--- config.mk ---
export PLATFORM = sky130hd
export DESIGN_NAME = fpu_add_arbiter_flat
export DESIGN_NICKNAME = d
export VERILOG_FILES = /design/src/rtl/fpu_pkg.sv /design/src/rtl/fpu_add_arbiter_if.sv /design/src/rtl/rr_arbiter.sv /design/src/rtl/fpu_add_arbiter.sv /design/src/flat_wrapper.sv
export SDC_FILE = /design/constraint.sdc
export NUM_CORES = 1
export LEC_CHECK = 0
export ABC_AREA = 0
export BUFFER_PORTS_ARGS = -buffer_cell sky130_fd_sc_hd__buf_2
export CAP_MARGIN = 20
export CORE_AREA = 2 2 308 310
export DETAILED_ROUTE_END_ITERATION = 10
export DIE_AREA = 0 0 310 312
export GPL_TIMING_DRIVEN = 0
export HOLD_SLACK_MARGIN = 0.15
export PLACE_DENSITY = 0.46
export SYNTH_ARGS = -nofsm -noshare
export SYNTH_HDL_FRONTEND = slang
export SYNTH_SLANG_ARGS = --single-unit
--- constraint.sdc ---
create_clock -name clk -period 7.3 [get_ports clk]
set_input_delay 1.46 -clock clk [delete_from_list [all_inputs] [get_ports clk]]
set_output_delay 1.46 -clock clk [all_outputs]
set_load 0.1 [all_outputs]
--- src/rtl/fpu_pkg.sv ---
// ---------------------------------------------------------------------------
// fpu_pkg
// Shared definitions for the FP adder arbiter slice:
//   - default FP format (K total bits, W exponent bits, T fraction bits)
//   - tag record carried alongside an operation through the adder latency
//   - helper giving the requester-ID width for a requester count
// ---------------------------------------------------------------------------
package fpu_pkg;

    localparam int unsigned K_DEF = 64;
    localparam int unsigned W_DEF = 11;
    localparam int unsigned T_DEF = 52;

    // Widest ID needed for the largest supported requester count (16).
    localparam int unsigned TAG_ID_W = 4;

    typedef struct packed {
        logic                valid;
        logic [TAG_ID_W-1:0] id;
    } tag_t;

    // ID width for n requesters; never narrower than one bit.
    function automatic int unsigned id_width(input int unsigned n);
        return (n < 2) ? 1 : $clog2(n);
    endfunction

endpackage

--- src/rtl/fpu_add_arbiter_if.sv ---
// ---------------------------------------------------------------------------
// fpu_add_arbiter_if
// Bundles the requester side, the shared adder side and the response side of
// the FP adder arbiter.
//   slave  : view used by the arbiter (requests/adder results in, grants,
//            adder operands, responses and busy out)
//   master : view used by requesters and the adder model
// ---------------------------------------------------------------------------
interface fpu_add_arbiter_if
    import fpu_pkg::*;
#(
    parameter int unsigned K     = K_DEF,
    parameter int unsigned N_REQ = 4
);
    localparam int unsigned ID_W = id_width(N_REQ);

    // requester side
    logic [N_REQ-1:0]          req_valid;
    logic [N_REQ-1:0][K-1:0]   req_a;
    logic [N_REQ-1:0][K-1:0]   req_b;
    logic [N_REQ-1:0]          req_ready;
    logic                      hold;
    logic [N_REQ-1:0]          busy;

    // shared adder side
    logic                      add_valid;
    logic [K-1:0]              add_a;
    logic [K-1:0]              add_b;
    logic [K-1:0]              add_res;
    logic                      add_ovf;

    // response side
    logic                      rsp_valid;
    logic [ID_W-1:0]           rsp_id;
    logic [K-1:0]              rsp_data;
    logic                      rsp_ovf;

    modport slave (
        input  req_valid, req_a, req_b, hold, add_res, add_ovf,
        output req_ready, busy, add_valid, add_a, add_b,
               rsp_valid, rsp_id, rsp_data, rsp_ovf
    );

    modport master (
        output req_valid, req_a, req_b, hold, add_res, add_ovf,
        input  req_ready, busy, add_valid, add_a, add_b,
               rsp_valid, rsp_id, rsp_data, rsp_ovf
    );

endinterface

--- src/rtl/rr_arbiter.sv ---
// ---------------------------------------------------------------------------
// rr_arbiter
// Combinational round-robin pick: starting at ptr_i and wrapping modulo N,
// the first set bit of eligible_i wins.
//   eligible_i    : N-bit eligibility vector
//   ptr_i         : index where the search starts
//   grant_o       : one-hot winner (all zero when nobody is eligible)
//   grant_idx_o   : binary index of the winner (0 when no grant)
//   grant_valid_o : a winner exists
// ---------------------------------------------------------------------------
module rr_arbiter
    import fpu_pkg::*;
#(
    parameter  int unsigned N  = 4,
    localparam int unsigned IW = id_width(N)
) (
    input  logic [N-1:0]  eligible_i,
    input  logic [IW-1:0] ptr_i,
    output logic [N-1:0]  grant_o,
    output logic [IW-1:0] grant_idx_o,
    output logic          grant_valid_o
);

    always_comb begin
        int unsigned idx;
        idx           = 0;
        grant_o       = '0;
        grant_idx_o   = '0;
        grant_valid_o = 1'b0;
        for (int unsigned off = 0; off < N; off++) begin
            // ptr_i < N and off < N, so one subtraction performs the wrap.
            idx = 32'(ptr_i) + off;
            if (idx >= N) begin
                idx = idx - N;
            end
            if (!grant_valid_o && eligible_i[IW'(idx)]) begin
                grant_valid_o        = 1'b1;
                grant_o[IW'(idx)]    = 1'b1;
                grant_idx_o          = IW'(idx);
            end
        end
    end

endmodule

--- src/rtl/fpu_add_arbiter.sv ---
// ---------------------------------------------------------------------------
// fpu_add_arbiter
// Shares one fixed-latency pipelined FP adder among N_REQ requesters.
// Round-robin grant, at most one operation in flight per requester, requester
// IDs tracked through a tag pipeline matched to the adder latency, results
// returned tagged with the owning requester.
//   clk, rst_n : clock, asynchronous active-low reset
//   bus        : slave view of fpu_add_arbiter_if
//                (req_valid/req_a/req_b/req_ready/hold/busy,
//                 add_valid/add_a/add_b/add_res/add_ovf,
//                 rsp_valid/rsp_id/rsp_data/rsp_ovf)
// Handshake in cycle t -> add_valid at t+1 -> add_res at t+1+LAT ->
// rsp_valid at t+2+LAT.
// ---------------------------------------------------------------------------
module fpu_add_arbiter
    import fpu_pkg::*;
#(
    parameter  int unsigned K     = K_DEF,
    parameter  int unsigned N_REQ = 4,
    parameter  int unsigned LAT   = 3,
    localparam int unsigned ID_W  = id_width(N_REQ)
) (
    input  logic              clk,
    input  logic              rst_n,
    fpu_add_arbiter_if.slave  bus
);

    logic [N_REQ-1:0] eligible;
    logic [N_REQ-1:0] grant;
    logic [ID_W-1:0]  gnt_idx;
    logic             gnt_valid;

    logic [ID_W-1:0]  ptr_q, ptr_d;
    logic [N_REQ-1:0] busy_q, busy_d;
    logic [N_REQ-1:0] busy_set, busy_clr;

    // Stage 0 is the issue stage (drives add_valid); stage LAT lines up with
    // add_res from the adder.
    tag_t             tag_q [LAT+1];

    logic [K-1:0]     add_a_q, add_b_q;
    logic             rsp_valid_q;
    logic [ID_W-1:0]  rsp_id_q;
    logic [K-1:0]     rsp_data_q;
    logic             rsp_ovf_q;

    assign eligible = bus.req_valid & ~busy_q & {N_REQ{~bus.hold}};

    rr_arbiter #(
        .N (N_REQ)
    ) u_rr_arbiter (
        .eligible_i    (eligible),
        .ptr_i         (ptr_q),
        .grant_o       (grant),
        .grant_idx_o   (gnt_idx),
        .grant_valid_o (gnt_valid)
    );

    always_comb begin
        ptr_d = ptr_q;
        if (gnt_valid) begin
            ptr_d = (gnt_idx == ID_W'(N_REQ - 1)) ? '0 : gnt_idx + ID_W'(1);
        end
    end

    always_comb begin
        busy_set = grant;
        busy_clr = '0;
        for (int unsigned i = 0; i < N_REQ; i++) begin
            busy_clr[i] = tag_q[LAT].valid && (tag_q[LAT].id == TAG_ID_W'(i));
        end
        busy_d = (busy_q | busy_set) & ~busy_clr;
    end

    always_ff @(posedge clk or negedge rst_n) begin
        if (!rst_n) begin
            ptr_q       <= '0;
            busy_q      <= '0;
            add_a_q     <= '0;
            add_b_q     <= '0;
            rsp_valid_q <= 1'b0;
            rsp_id_q    <= '0;
            rsp_data_q  <= '0;
            rsp_ovf_q   <= 1'b0;
            for (int unsigned s = 0; s <= LAT; s++) begin
                tag_q[s] <= '0;
            end
        end else begin
            ptr_q  <= ptr_d;
            busy_q <= busy_d;

            tag_q[0].valid <= gnt_valid;
            tag_q[0].id    <= TAG_ID_W'(gnt_idx);
            for (int unsigned s = 1; s <= LAT; s++) begin
                tag_q[s] <= tag_q[s-1];
            end

            if (gnt_valid) begin
                add_a_q <= bus.req_a[gnt_idx];
                add_b_q <= bus.req_b[gnt_idx];
            end

            // Response fields keep their last values between responses.
            rsp_valid_q <= tag_q[LAT].valid;
            if (tag_q[LAT].valid) begin
                rsp_id_q   <= tag_q[LAT].id[ID_W-1:0];
                rsp_data_q <= bus.add_res;
                rsp_ovf_q  <= bus.add_ovf;
            end
        end
    end

    assign bus.req_ready = grant;
    assign bus.busy      = busy_q;
    assign bus.add_valid = tag_q[0].valid;
    assign bus.add_a     = add_a_q;
    assign bus.add_b     = add_b_q;
    assign bus.rsp_valid = rsp_valid_q;
    assign bus.rsp_id    = rsp_id_q;
    assign bus.rsp_data  = rsp_data_q;
    assign bus.rsp_ovf   = rsp_ovf_q;

    // A requester cannot be granted while its own op is still in flight.
    a_no_set_clr_same: assert property (
        @(posedge clk) disable iff (!rst_n) (busy_set & busy_clr) == '0
    );

endmodule

--- src/flat_wrapper.sv ---
// flat-port wrapper written by rule: the top's interface ports become plain ports
module fpu_add_arbiter_flat import fpu_pkg::*;
#(
    parameter  int unsigned K     = K_DEF,
    parameter  int unsigned N_REQ = 4,
    parameter  int unsigned LAT   = 3,
    localparam int unsigned ID_W  = id_width(N_REQ)
)
  (clk, rst_n, bus_req_valid, bus_req_a, bus_req_b, bus_hold, bus_add_res, bus_add_ovf, bus_req_ready, bus_busy, bus_add_valid, bus_add_a, bus_add_b, bus_rsp_valid, bus_rsp_id, bus_rsp_data, bus_rsp_ovf);
  fpu_add_arbiter_if #(.K(K), .N_REQ(N_REQ)) bus_i ();
  input  logic clk;
  input  logic rst_n;
  input wire logic [$bits(bus_i.req_valid)-1:0] bus_req_valid;
  input wire logic [$bits(bus_i.req_a)-1:0] bus_req_a;
  input wire logic [$bits(bus_i.req_b)-1:0] bus_req_b;
  input wire logic [$bits(bus_i.hold)-1:0] bus_hold;
  input wire logic [$bits(bus_i.add_res)-1:0] bus_add_res;
  input wire logic [$bits(bus_i.add_ovf)-1:0] bus_add_ovf;
  output wire logic [$bits(bus_i.req_ready)-1:0] bus_req_ready;
  output wire logic [$bits(bus_i.busy)-1:0] bus_busy;
  output wire logic [$bits(bus_i.add_valid)-1:0] bus_add_valid;
  output wire logic [$bits(bus_i.add_a)-1:0] bus_add_a;
  output wire logic [$bits(bus_i.add_b)-1:0] bus_add_b;
  output wire logic [$bits(bus_i.rsp_valid)-1:0] bus_rsp_valid;
  output wire logic [$bits(bus_i.rsp_id)-1:0] bus_rsp_id;
  output wire logic [$bits(bus_i.rsp_data)-1:0] bus_rsp_data;
  output wire logic [$bits(bus_i.rsp_ovf)-1:0] bus_rsp_ovf;
  assign bus_i.req_valid = bus_req_valid;
  assign bus_i.req_a = bus_req_a;
  assign bus_i.req_b = bus_req_b;
  assign bus_i.hold = bus_hold;
  assign bus_i.add_res = bus_add_res;
  assign bus_i.add_ovf = bus_add_ovf;
  assign bus_req_ready = bus_i.req_ready;
  assign bus_busy = bus_i.busy;
  assign bus_add_valid = bus_i.add_valid;
  assign bus_add_a = bus_i.add_a;
  assign bus_add_b = bus_i.add_b;
  assign bus_rsp_valid = bus_i.rsp_valid;
  assign bus_rsp_id = bus_i.rsp_id;
  assign bus_rsp_data = bus_i.rsp_data;
  assign bus_rsp_ovf = bus_i.rsp_ovf;
  fpu_add_arbiter #(.K(K), .N_REQ(N_REQ), .LAT(LAT)) u_core (.clk(clk), .rst_n(rst_n), .bus(bus_i));
endmodule
; ---- Yosys cells after proc, flatten, opt, wreduce, memory -nomap -nowiden
; Cells that the tools add are included.
[op_classes]
n_addsub = 8
magnitude_cmp = 13
eq_ne = 4
bitwise_logic = 10
reduce_logical = 15
muxes = 37
[op_table]
columns = operator, n
row1 = binary-select mux 64 bit (select 2 bit), 2
row2 = two-way mux 64 bit, 2
row3 = two-way mux 2 bit, 9
row4 = two-way mux 4 bit, 4
row5 = bitwise OR 4 bit, 4
row6 = "< comparator 2 x 3 -> 1 bit, second input constant", 5
row7 = bitwise AND 4 bit, 3
row8 = two-way mux 1 bit, 12
row9 = logical AND 1 bit, 11
row10 = "greater-or-equal comparator 3 bit, second input constant", 3
row11 = binary-select mux 1 bit (select 2 bit), 4
row12 = demux 1 bit (select 2 bit), 4
row13 = "greater-or-equal comparator 2 x 1 -> 1 bit, second input constant", 4
row14 = inverter 4 bit, 2
row15 = "subtractor 2 x 1 -> 2 bit, second input constant", 4
row16 = "adder 2 x 2 -> 3 bit, second input constant", 2
row17 = "== test 2 bit, second input constant", 3
row18 = logical NOT 4 bit, 1
row19 = "adder 2 x 1 -> 3 bit, second input constant", 1
row20 = "greater-or-equal comparator 2 x 3 -> 1 bit, second input constant", 1
row21 = logical NOT 1 bit, 3
row22 = "adder 2 x 1 -> 2 bit, second input constant", 1
row23 = "== test 2 x 1 -> 1 bit, second input constant", 1
row24 = inverter 1 bit, 1
[word_totals]
register_bits = 214
out_inout_bits = 205

; ---- Logic depth before layout (Yosys ltp)
; Gate-level depths: netlist of run 1.
[logic_depth]
depth_word = 17
mapped_depth = 14
mapped_depth_nobuf = 10

; ---- Hierarchy
; A second synthesis of run 1 with hierarchy kept.
[unflattened]
cells_unflattened = 935
hier_area_um2 = 11915.2
[modules_own_cells]
columns = module, area_per_inst_um2, n_inst, cells_per_inst
row1 = fpu_add_arbiter, 11493.5, 1, 890
row2 = rr_arbiter, 421.7, 1, 45

; ---- Worst setup path before layout of run 1
; OpenSTA, ideal clock, no wires.
[synth_path]
path_kind = input to output
startpoint = input port bus_hold
endpoint = output port bus_req_ready[0]
path_buffers = 1
t_required_ns = 5.840
arrival_ns = 3.418
slack_ns = 2.422
path_stages = 6
cell_sequence = or4b_1 -> a21oi_2 -> o211a_1 -> buf_6 -> a22o_1 -> a221o_1
[synth_between]
elab_chain_cells = 14
word_cells_on_any_way = 26
[synth_rtl]
columns = item, line
row1 = from (decl), flat_wrapper.sv:16  ; input wire logic [$bits(bus_i.hold)-1:0] bus_hold;
row2 = inverter 1 bit *, fpu_add_arbiter.sv:47  ; assign eligible = bus.req_valid & ~busy_q & {N_REQ{~bus.hold}};
row3 = bitwise AND 4 bit *, fpu_add_arbiter.sv:47
row4 = binary-select mux 1 bit (select 2 bit), rr_arbiter.sv:36  ; if (!grant_valid_o && eligible_i[IW'(idx)]) begin
row5 = two-way mux 1 bit (not written as such), rr_arbiter.sv:36
row6 = two-way mux 1 bit, rr_arbiter.sv:36
row7 = logical NOT 1 bit, rr_arbiter.sv:36
row8 = logical AND 1 bit, rr_arbiter.sv:36
row9 = two-way mux 1 bit, rr_arbiter.sv:36
row10 = logical NOT 1 bit, rr_arbiter.sv:36
row11 = logical AND 1 bit, rr_arbiter.sv:36
row12 = two-way mux 1 bit, rr_arbiter.sv:36
row13 = logical NOT 1 bit, rr_arbiter.sv:36
row14 = logical AND 1 bit, rr_arbiter.sv:36
row15 = two-way mux 4 bit *, rr_arbiter.sv:36
row16 = to (decl), flat_wrapper.sv:19  ; output wire logic [$bits(bus_i.req_ready)-1:0] bus_req_ready;
; Every way passes the cells marked *; elsewhere a longest branch is shown, timed or not. The select of a mux whose other input is x is not followed.

; ---- Worst setup path after layout of run 1
; Same ends and word-level chain as after synthesis.

==> results of run 1 <==
[layout by cell type, fill, tap and decap left out, types with 6 or more instances in the layout]
master,netlist,layout
dfrtp_1,214,214
clkbuf_8,0,11
buf_2,114,901
a41oi_1,99,99
nand3_1,7,7
mux2_2,66,66
buf_1,11,11
ha_1,9,9
clkbuf_16,0,30
a41oi_2,159,159
o211ai_1,256,256
nand2_1,11,11
inv_1,6,6
clkbuf_1,69,72
nand4_1,128,128
nor2_1,133,133
buf_4,8,8
diode_2,0,21
[metrics by stage]
step | instance area, um2 | std cells | setup slack, ns | utilization, %
3_5_place_dp | 19900 | 3388 | 2.21 | 21.4
2_1_floorplan | 14400 | 1343 | 2.42 | -
5_1_grt | 21000 | 3457 | 2.09 | 22.6
3_3_place_gp | 19900 | 3385 | 0.129 | 21.3
6_report | 21100 | 3465 | 2.20 | 22.6
4_1_cts | 21000 | 3444 | 2.21 | 22.6
[worst register-to-register path, cell delays in order (launching register included)]
cell and delay (ns):
dfrtp_1 0.51, buf_2 0.30, inv_1 0.19, ha_1 0.42, inv_1 0.08, a21oi_1 0.25, o211ai_2 0.17, nand3_1 0.17
buf_2 0.59, clkbuf_1 0.97, nand4_1 0.48, a41oi_2 0.32
[flip-flops by register name (all words and copies together) (netlist names)]
name / cells
u_core.bus.add_b: 64
u_core.bus.add_a: 64
u_core.bus.busy: 4
u_core.bus.rsp_ovf: 1
u_core.ptr_q: 2
u_core.bus.rsp_valid: 1
u_core.bus.rsp_data: 64
u_core.tag_q: 11
u_core.bus.rsp_id: 2
u_core.bus.add_valid: 1
[cells by family (layout without fill, tap and decap cells)]
logic type      after synthesis  after routing
mux                          66             66
buf+inv                     214           1061
other cells                   0             21
simple gates                297            297
fa+ha+maj                     9              9
compound gates              543            543
flops                       214            214
[final cells by class]
cell class                      instances  area, um2  share of cell area (%)
Buffer                                206        976                    4.63
Clock inverter                         12        153                   0.725
Inverter                                8       30.0                   0.143
Timing Repair Buffer                  791       4020                    19.1
Tap cell                             1254       1570                    7.45
Sequential cell                       214       5360                    25.4
Multi-Input combinational cell        915       7990                    37.9
Antenna cell                           21       52.6                   0.249
Clock buffer                           44        913                    4.34
[final timing paths]
check,end,slack [ns],cells after the start
setup / recovery,bus_req_ready[0],2.20,7
hold reg to reg,u_core.tag_q[10],0.35,0
hold / removal,u_core.tag_q[10],0.35,0
setup reg to reg,u_core.bus.add_a[12],2.77,11
max in group asynchronous,u_core.bus.add_a[22],5.65,2
min in group asynchronous,u_core.bus.add_b[44],0.71,1
[per-layer routing]
| layer | wire [um] | up-vias | global-route usage (%) |
|---|---|---|---|
| li1 | - | 7275 | - |
| met2 | 45600 | 978 | 31.6 |
| met5 | 67 | - | 0 |
| met3 | 8370 | 211 | 4.62 |
| met1 | 38700 | 8374 | 23.2 |
| met4 | 4310 | 10 | 8.41 |
==> impl_metrics.toml, run 1 <==
[grt]
grt_max_degree = 102
grt_pass1_wl_um = 132000
grt_pass1_vias = 17738
grt_overflow = 0
antenna_found_initial = 38
grt_usage_pct = 19.0

[synthesis]
synth_cell_types = 43
synthAdderAreaFrac_pct = 0.785
synth_edf_count = 0
yosys_warnings = 0
synth_compound_area_share_pct = 39.0
synth-seq-area-share_pct = 37.3
synthMostInstantiatedCell = "o211ai_1"
synth-xor-area-share_pct = 0
syn-instance-count = 1343
synth_top_family_by_area = "compound AO/OA/AOI/OAI gates"
syn_nets = 1936
synth.area.mux_share_pct = 5.18
synthArstFlopShare_pct = 100
synth-simple-area-share_pct = 10.7
ys_ff_latch = 214
synth.area.top_cells = "dfrtp_1, a41oi_2, o211ai_1, a41oi_1, nand4_1"
avgSynthCellArea_um2 = 10.7
synth.top_cell.area_share_pct = 37.3
netlist_area_um2 = 14400
synth_ff_type = "dfrtp_1"
synth_area_leader_cell = "dfrtp_1"
synth_top_cells_by_count = "o211ai_1, dfrtp_1, a41oi_2, nor2_1, nand4_1"

[route]
routed_via_density = 4.86
drt_iter0_markers = 1357
postRouteAntennaNets = 0
wl_um = 97000
route.detailed.drc = 0
wl_per_cell_um = 28.0
drt-pass1-iter-count = 6
dr_total_vias = 16848

[place]
port_buffers = 788
place.gp.congestion = 0.892
dp_hpwl_um = 75100

[job]
drv_cap = 0

[clock_tree]
post_cts_resized = 0
clk_pin_slew_worst_paths_ns = 0.05
cts-buffers-inserted = 30
htreeDepth = 1
postCtsSetupBuffers = 0
cts.sinks = 214
cts_tree = "yes"
clockBufferDepth = 3
clk_root_buffer_cell = "clkbuf_16"
holdBufCountCts = 0
clk_latency_ns = 0.62

[sta]
setup_viol = 0
rsz0062_at_grt = "no"
fin_crit_sh_pct = 69.8
max_freq_mhz = 196
post-route-min-period_ns = 5.10
slew_headroom_pct = 18.6
whs_ns = 0.347
fin_setup_tns_ns = 0
fin_skew_ns = 0.0113
slew_violations = 0
hold_viol = 0
worstMarginPinSlew_ns = 1.22

[floorplanning]
die_area_um2 = 96700
die_x_um = 310
die_height_um = 312
ios = 789
core_area_um2 = 93000
start_util_pct = 15.4
placementRows = 112

[min_path]
worstHoldPathType = "flop to flop"
min-delay-start = "u_core.tag_q[15]"

[worst_setup_path]
reg2reg_from = "u_core.ptr_q[0]"
cp_common_cell = "buf_2"
cp_data_arrival_time_ns = 3.64
end_kind = "output port"
crit_path_start_kind = "primary input"
cp_slowest_cell = "or4b_1"
required_ns = 5.84
cp_max_fo = 9
crit_buf_inv = 2
crit_type = "primary input to output port"
startpoint = "bus_hold"
max_stage_delay_ns = 0.57
cp_top_family = "compound AO/OA/AOI/OAI gates"
crit_path_cell_trace = "buf_2 -> or4b_1 -> nand2_1 -> nand3_1 -> a211oi_1 -> a221o_1 -> buf_2"

[cells_and_area]
area.growth.synth_to_final_pct = 46.8
drive_above_1_share_pct = 55.0
nNetsFinal = 2759
fillers = 10483

[run_status]
status = "finished, final reports clean"
Power of run 1 is left out: the tool's default activity adds up to more than one toggle a clock period on the data nets, which glitch-free logic cannot reach.
==> inputs of run 2 (changes only) <==
--- a/config.mk
+++ b/config.mk
@@ -5,12 +5,12 @@
 export SDC_FILE = /design/constraint.sdc
 export NUM_CORES = 1
 export LEC_CHECK = 0
-export ABC_AREA = 0
+export ABC_AREA = 1
 export BUFFER_PORTS_ARGS = -buffer_cell sky130_fd_sc_hd__buf_2
 export CAP_MARGIN = 20
-export CORE_AREA = 2 2 308 310
+export CORE_AREA = 2 2 309 311
 export DETAILED_ROUTE_END_ITERATION = 10
-export DIE_AREA = 0 0 310 312
+export DIE_AREA = 0 0 311 313
 export GPL_TIMING_DRIVEN = 0
 export HOLD_SLACK_MARGIN = 0.15
 export PLACE_DENSITY = 0.46
==> constraint.sdc (replaced) <==
create_clock -name clk -period 5.2 [get_ports clk]
set_input_delay 1.04 -clock clk [delete_from_list [all_inputs] [get_ports clk]]
set_output_delay 1.04 -clock clk [all_outputs]
set_load 0.1 [all_outputs]
==> run 2 against run 1 <==
Compared with the run above: design area fell by 0.29%; synthesized area rose by 0.81%; core utilization fell by 0.33 points; clock-buffer cell count did not move; register-to-register slack got worse by 1.3 ns; non-clock buffer count fell by 15; global-route usage fell by 1.7 points; sequential cell count did not move; wire length fell by 9.0%; synthesized cell count rose by 58%; first-iteration DRC count rose by 0.88%; critical path type is now flop to output port; critical endpoint is now bus_req_ready[2]; highest routed layer unchanged.
==> impl_metrics.toml, run 2 <==
[worst_setup_path]
end_kind = "output port"
required_ns = 4.16
cp_data_arrival_time_ns = 3.48
reg2reg_from = "u_core.ptr_q[1]"
cp_max_fo = 9
max_stage_delay_ns = 0.57
crit_path_start_kind = "flop"
startpoint = "u_core.ptr_q[1]"
crit_path_cell_trace = "inv_1 -> ha_1 -> inv_1 -> nand3_1 -> nand2_2 -> inv_2 -> nor2_4 -> nand3b_4 -> o21ai_0 -> buf_2"
r2r_slack_ns = 1.51
timing.rr.end = "u_core.bus.add_a[3]"
cp_slowest_cell = "dfrtp_1"
crit_type = "flop to output port"
r2r_cells = 15
cp_common_cell = "inv_1"

[clock_tree]
cts-buffers-inserted = 28
htreeDepth = 1
clockBufferDepth = 3
cts.sinks = 214
clk_pin_slew_worst_paths_ns = 0.06
post_cts_resized = 0
cts_tree = "yes"
clk_root_buffer_cell = "clkbuf_16"
postCtsSetupBuffers = 0
clk_latency_ns = 0.58
holdBufCountCts = 0

[route]
drt-pass1-iter-count = 7
drt_iter0_markers = 1369
postRouteAntennaNets = 0
dr_total_vias = 17844
route.detailed.drc = 0
routed_via_density = 4.21
wl_um = 88300
wl_per_cell_um = 20.8

[synthesis]
synth_top_cells_by_count = "nand2_1, nand4_1, dfrtp_1, nand3_1, buf_2"
avgSynthCellArea_um2 = 6.80
synth_ff_type = "dfrtp_1"
synth_edf_count = 0
synth_area_leader_cell = "dfrtp_1"
syn_nets = 2720
yosys_warnings = 0
synth-seq-area-share_pct = 37.0
syn-instance-count = 2127
netlist_area_um2 = 14500
synth.area.top_cells = "dfrtp_1, nand2_1, nand4_1, nand3_1, mux2_2"
synthMostInstantiatedCell = "nand2_1"
ys_ff_latch = 214
synth_cell_types = 28
synth.top_cell.area_share_pct = 37.0
synthArstFlopShare_pct = 100

[job]
drv_cap = 0

[sta]
slew_headroom_pct = 31.9
slew_violations = 0
hold_viol = 0
worstMarginPinSlew_ns = 1.02
post-route-min-period_ns = 4.52
max_freq_mhz = 221
fin_skew_ns = 0.0162
rsz0062_at_grt = "no"
setup_viol = 0
setup_ws_ns = 0.677
fin_crit_sh_pct = 87.0
whs_ns = 0.345

[min_path]
min-delay-start = "u_core.tag_q[16]"
hold_depth = 0
min_to = "u_core.tag_q[11]"
worstHoldPathType = "flop to flop"

[place]
port_buffers = 788
dp_slack_ns = 1.14
placed_cell_area_um2 = 20100
place.gp.congestion = 0.941
dp_hpwl_um = 71700

[grt]
antenna_found_initial = 35
grt_usage_pct = 17.3
grt_pass1_vias = 17539
grt_pass1_wl_um = 124000
grt_max_degree = 79
grt_overflow = 0

[cells_and_area]
area.growth.synth_to_final_pct = 45.2
fin_area_um2 = 21000
fin_util_pct = 22.3
layout_common_cells = "nand2_1, buf_2, nand4_1"
drive_above_1_share_pct = 36.7
fillers = 10982
nNetsFinal = 3540
mostFrequentLayoutCell = "nand2_1"

[floorplanning]
core_area_um2 = 94200
die_x_um = 311
start_util_pct = 15.4
placementRows = 113
die_area_um2 = 97300
ios = 789
die_height_um = 313

[run_status]
status = "finished, final reports clean"
run 2: metrics by stage:
stage,cells,TNS [ns]
after CTS,4230,0
after floorplan,2127,0
after global routing,4234,0
final,4239,0
after global placement,4180,-256.95
after detailed placement,4182,0
run 2: cell type report:
cell class / instances / area [um2] / share of cell area (%)
clock buffer: 44 / 861 / 4.10
inverter: 22 / 85.1 / 0.405
antenna: 9 / 22.5 / 0.107
multi-input combinational: 1699 / 7890 / 37.6
clock inverter: 4 / 60.1 / 0.286
buffer: 192 / 1140 / 5.43
tap: 1265 / 1580 / 7.54
timing repair buffer: 790 / 4010 / 19.1
sequential: 214 / 5360 / 25.5
run 2: how the worst max path moves through the flow:
| stage | end | slack, ns | cells after the start |
|---|---|---|---|
| after floorplan | bus_req_ready[1] | 0.26 | 8 |
| after global placement | u_core.bus.add_a[40] | -1.25 | 1 |
| after detailed placement | u_core.bus.add_a[4] | 1.14 | 13 |
| after CTS | bus_req_ready[2] | 0.58 | 10 |
| after global routing | bus_req_ready[2] | 0.42 | 10 |
| final | bus_req_ready[2] | 0.68 | 10 |
run 2: critical path: cells and delay by family (launching register included):
family / cells / cell delay, ns
flip-flops: 1 / 0.57
AO/OA/AOI/OAI: 1 / 0.39
adder cells (fa/ha/maj): 1 / 0.37
buffers and inverters: 4 / 1.04
AND/OR/NAND/NOR: 4 / 0.50
run 2: logic make-up (layout without fill, tap and decap cells):
kind of cell	count (synthesis)	count (layout)	share of synthesized area [%]
AO/OA/AOI/OAI	23	23	0.882
adder cells (fa/ha/maj)	9	9	0.778
buffers and inverters	214	1052	8.47
flip-flops	214	214	37.0
multiplexers	65	65	5.06
other	0	9	0
AND/OR/NAND/NOR	1602	1602	47.8
run 2: routing by layer:
metal | share of wire (%) | up-vias | global-route usage [%]
met5 | 0.20 | - | 0
met4 | 4.1 | 24 | 6.65
met3 | 7.0 | 162 | 3.82
met2 | 47 | 788 | 29.3
met1 | 42 | 8218 | 21.5
li1 | - | 8652 | -
Power of run 2 is left out for the same reason.
==> inputs of run 3 (changes only) <==
--- a/config.mk
+++ b/config.mk
@@ -13,7 +13,6 @@
 export DIE_AREA = 0 0 311 313
 export GPL_TIMING_DRIVEN = 0
 export HOLD_SLACK_MARGIN = 0.15
-export PLACE_DENSITY = 0.46
 export SYNTH_ARGS = -nofsm -noshare
 export SYNTH_HDL_FRONTEND = slang
 export SYNTH_SLANG_ARGS = --single-unit
==> run 3 against run 2 <==
Compared with the run above: cell count grew 0.19%; clock skew about the same; hold slack improved by 0.0014 ns; die area unchanged; via count is 3.0% higher; design area grew 0.32%; sequential share of layout area decreased by 0.080 points; wire length rose by 1.3%; clock-buffer cell count decreased by 9; first-iteration DRC count grew 1.0%; sequential cell count stayed put; largest cell class unchanged.
==> impl_metrics.toml, run 3 (synthesized netlist as in run 2, its figures left out) <==
[sta]
fin_skew_ns = 0.0160
rsz0062_at_grt = "no"
post-route-min-period_ns = 4.46
whs_ns = 0.346
max_freq_mhz = 224
slew_headroom_pct = 28.3
fin_crit_sh_pct = 85.7
setup_viol = 0
slew_violations = 0
hold_viol = 0
worstMarginPinSlew_ns = 1.08

[floorplanning]
die_area_um2 = 97300
die_height_um = 313
ios = 789
start_util_pct = 15.4
placementRows = 113
core_area_um2 = 94200
die_x_um = 311

[route]
wl_per_cell_um = 21.1
route.detailed.drc = 0
dr_total_vias = 18377
routed_via_density = 4.33
wl_um = 89400
drt_iter0_markers = 1383
drt-pass1-iter-count = 5
postRouteAntennaNets = 0

[worst_setup_path]
r2r_cells = 16
cp_data_arrival_time_ns = 3.42
cp_common_cell = "inv_1"
end_kind = "output port"
timing.rr.end = "u_core.bus.add_a[1]"
crit_type = "flop to output port"
crit_path_cell_trace = "inv_1 -> ha_1 -> inv_1 -> nand3_1 -> nand2_2 -> inv_2 -> nor2_4 -> nand3b_4 -> o21ai_0 -> buf_2"
cp_max_fo = 9
reg2reg_from = "u_core.ptr_q[1]"
max_stage_delay_ns = 0.54
crit_path_start_kind = "flop"
required_ns = 4.16
r2r_slack_ns = 1.47
cp_slowest_cell = "dfrtp_1"

[place]
port_buffers = 788
place.gp.congestion = 0.933
dp_hpwl_um = 72400

[job]
drv_cap = 0

[clock_tree]
post_cts_resized = 0
clockBufferDepth = 3
holdBufCountCts = 0
cts.sinks = 214
clk_root_buffer_cell = "clkbuf_16"
clk_latency_ns = 0.60
cts_tree = "yes"
clk_pin_slew_worst_paths_ns = 0.06
postCtsSetupBuffers = 0
cts-buffers-inserted = 28
htreeDepth = 1

[cells_and_area]
fin_util_pct = 22.4
nNetsFinal = 3542
layout_common_cells = "nand2_1, buf_2, nand4_1"
mostFrequentLayoutCell = "nand2_1"
area.growth.synth_to_final_pct = 45.6
drive_above_1_share_pct = 36.9
fillers = 10753

[grt]
grt_usage_pct = 17.4
grt_pass1_vias = 17660
antenna_found_initial = 43
grt_max_degree = 87
grt_overflow = 0
grt_pass1_wl_um = 124000

[min_path]
worstHoldPathType = "flop to flop"
min-delay-start = "u_core.tag_q[14]"
min_to = "u_core.tag_q[9]"
hold_depth = 0

[run_status]
status = "finished, final reports clean"
-- run 3: changes by cell type in the layout (fill, tap and decap cells not counted), sizes merged --
cell	before	now
clkinv	3	9
clkbuf	59	50
inv	22	24
clkinvlp	0	2
bufinv	1	3
buf	967	969
diode	9	12
-- run 3: cell type report --
class	instances	area, um2	share of cell area [%]
Tap cell	1265	1580	7.51
Clock buffer	35	757	3.59
Timing Repair Buffer	792	4030	19.1
Buffer	192	1140	5.41
Antenna cell	12	30.0	0.143
Clock inverter	16	200	0.950
Inverter	22	85.1	0.404
Multi-Input combinational cell	1699	7890	37.4
Sequential cell	214	5360	25.4
-- run 3: critical path: cells and delay by family (launching register included) --
family	cells	cell delay, ns
fa+ha+maj	1	0.37
flops	1	0.54
buf+inv	4	1.05
simple gates	4	0.49
compound gates	1	0.35
-- run 3: layer usage --
| metal | track usage (%) | up-vias | part of all wire [%] | wire (um) |
|---|---|---|---|---|
| li1 | - | 8675 | - | - |
| met1 | 21.9 | 8572 | 42 | 37700 |
| met2 | 29.2 | 903 | 46 | 41100 |
| met3 | 4.00 | 193 | 7.7 | 6860 |
| met4 | 6.48 | 34 | 3.9 | 3470 |
| met5 | 0 | - | 0.27 | 239 |
-- run 3: how the worst max path moves through the flow --
| stage | start | to | slack [ns] |
|---|---|---|---|
| CTS | u_core.ptr_q[1] | bus_req_ready[2] | 0.68 |
| global route | u_core.ptr_q[1] | bus_req_ready[2] | 0.52 |
| floorplan | bus_hold | bus_req_ready[1] | 0.26 |
| detailed placement | bus_hold | u_core.bus.add_a[0] | 1.22 |
| global placement | rst_n | u_core.bus.add_a[43] | -1.14 |
| finish | u_core.ptr_q[1] | bus_req_ready[2] | 0.74 |
-- run 3: metrics by stage --
step                TNS [ns]  setup WS (ns)  cell area, um2  cells
global route               0          0.518           21100   4240
finish                     0          0.745           21100   4247
floorplan                  0          0.263           14500   2127
CTS                        0          0.676           21000   4233
global placement     -229.97          -1.14           20000   4180
detailed placement         0           1.22           20100   4182
Power of run 3 is left out for the same reason.
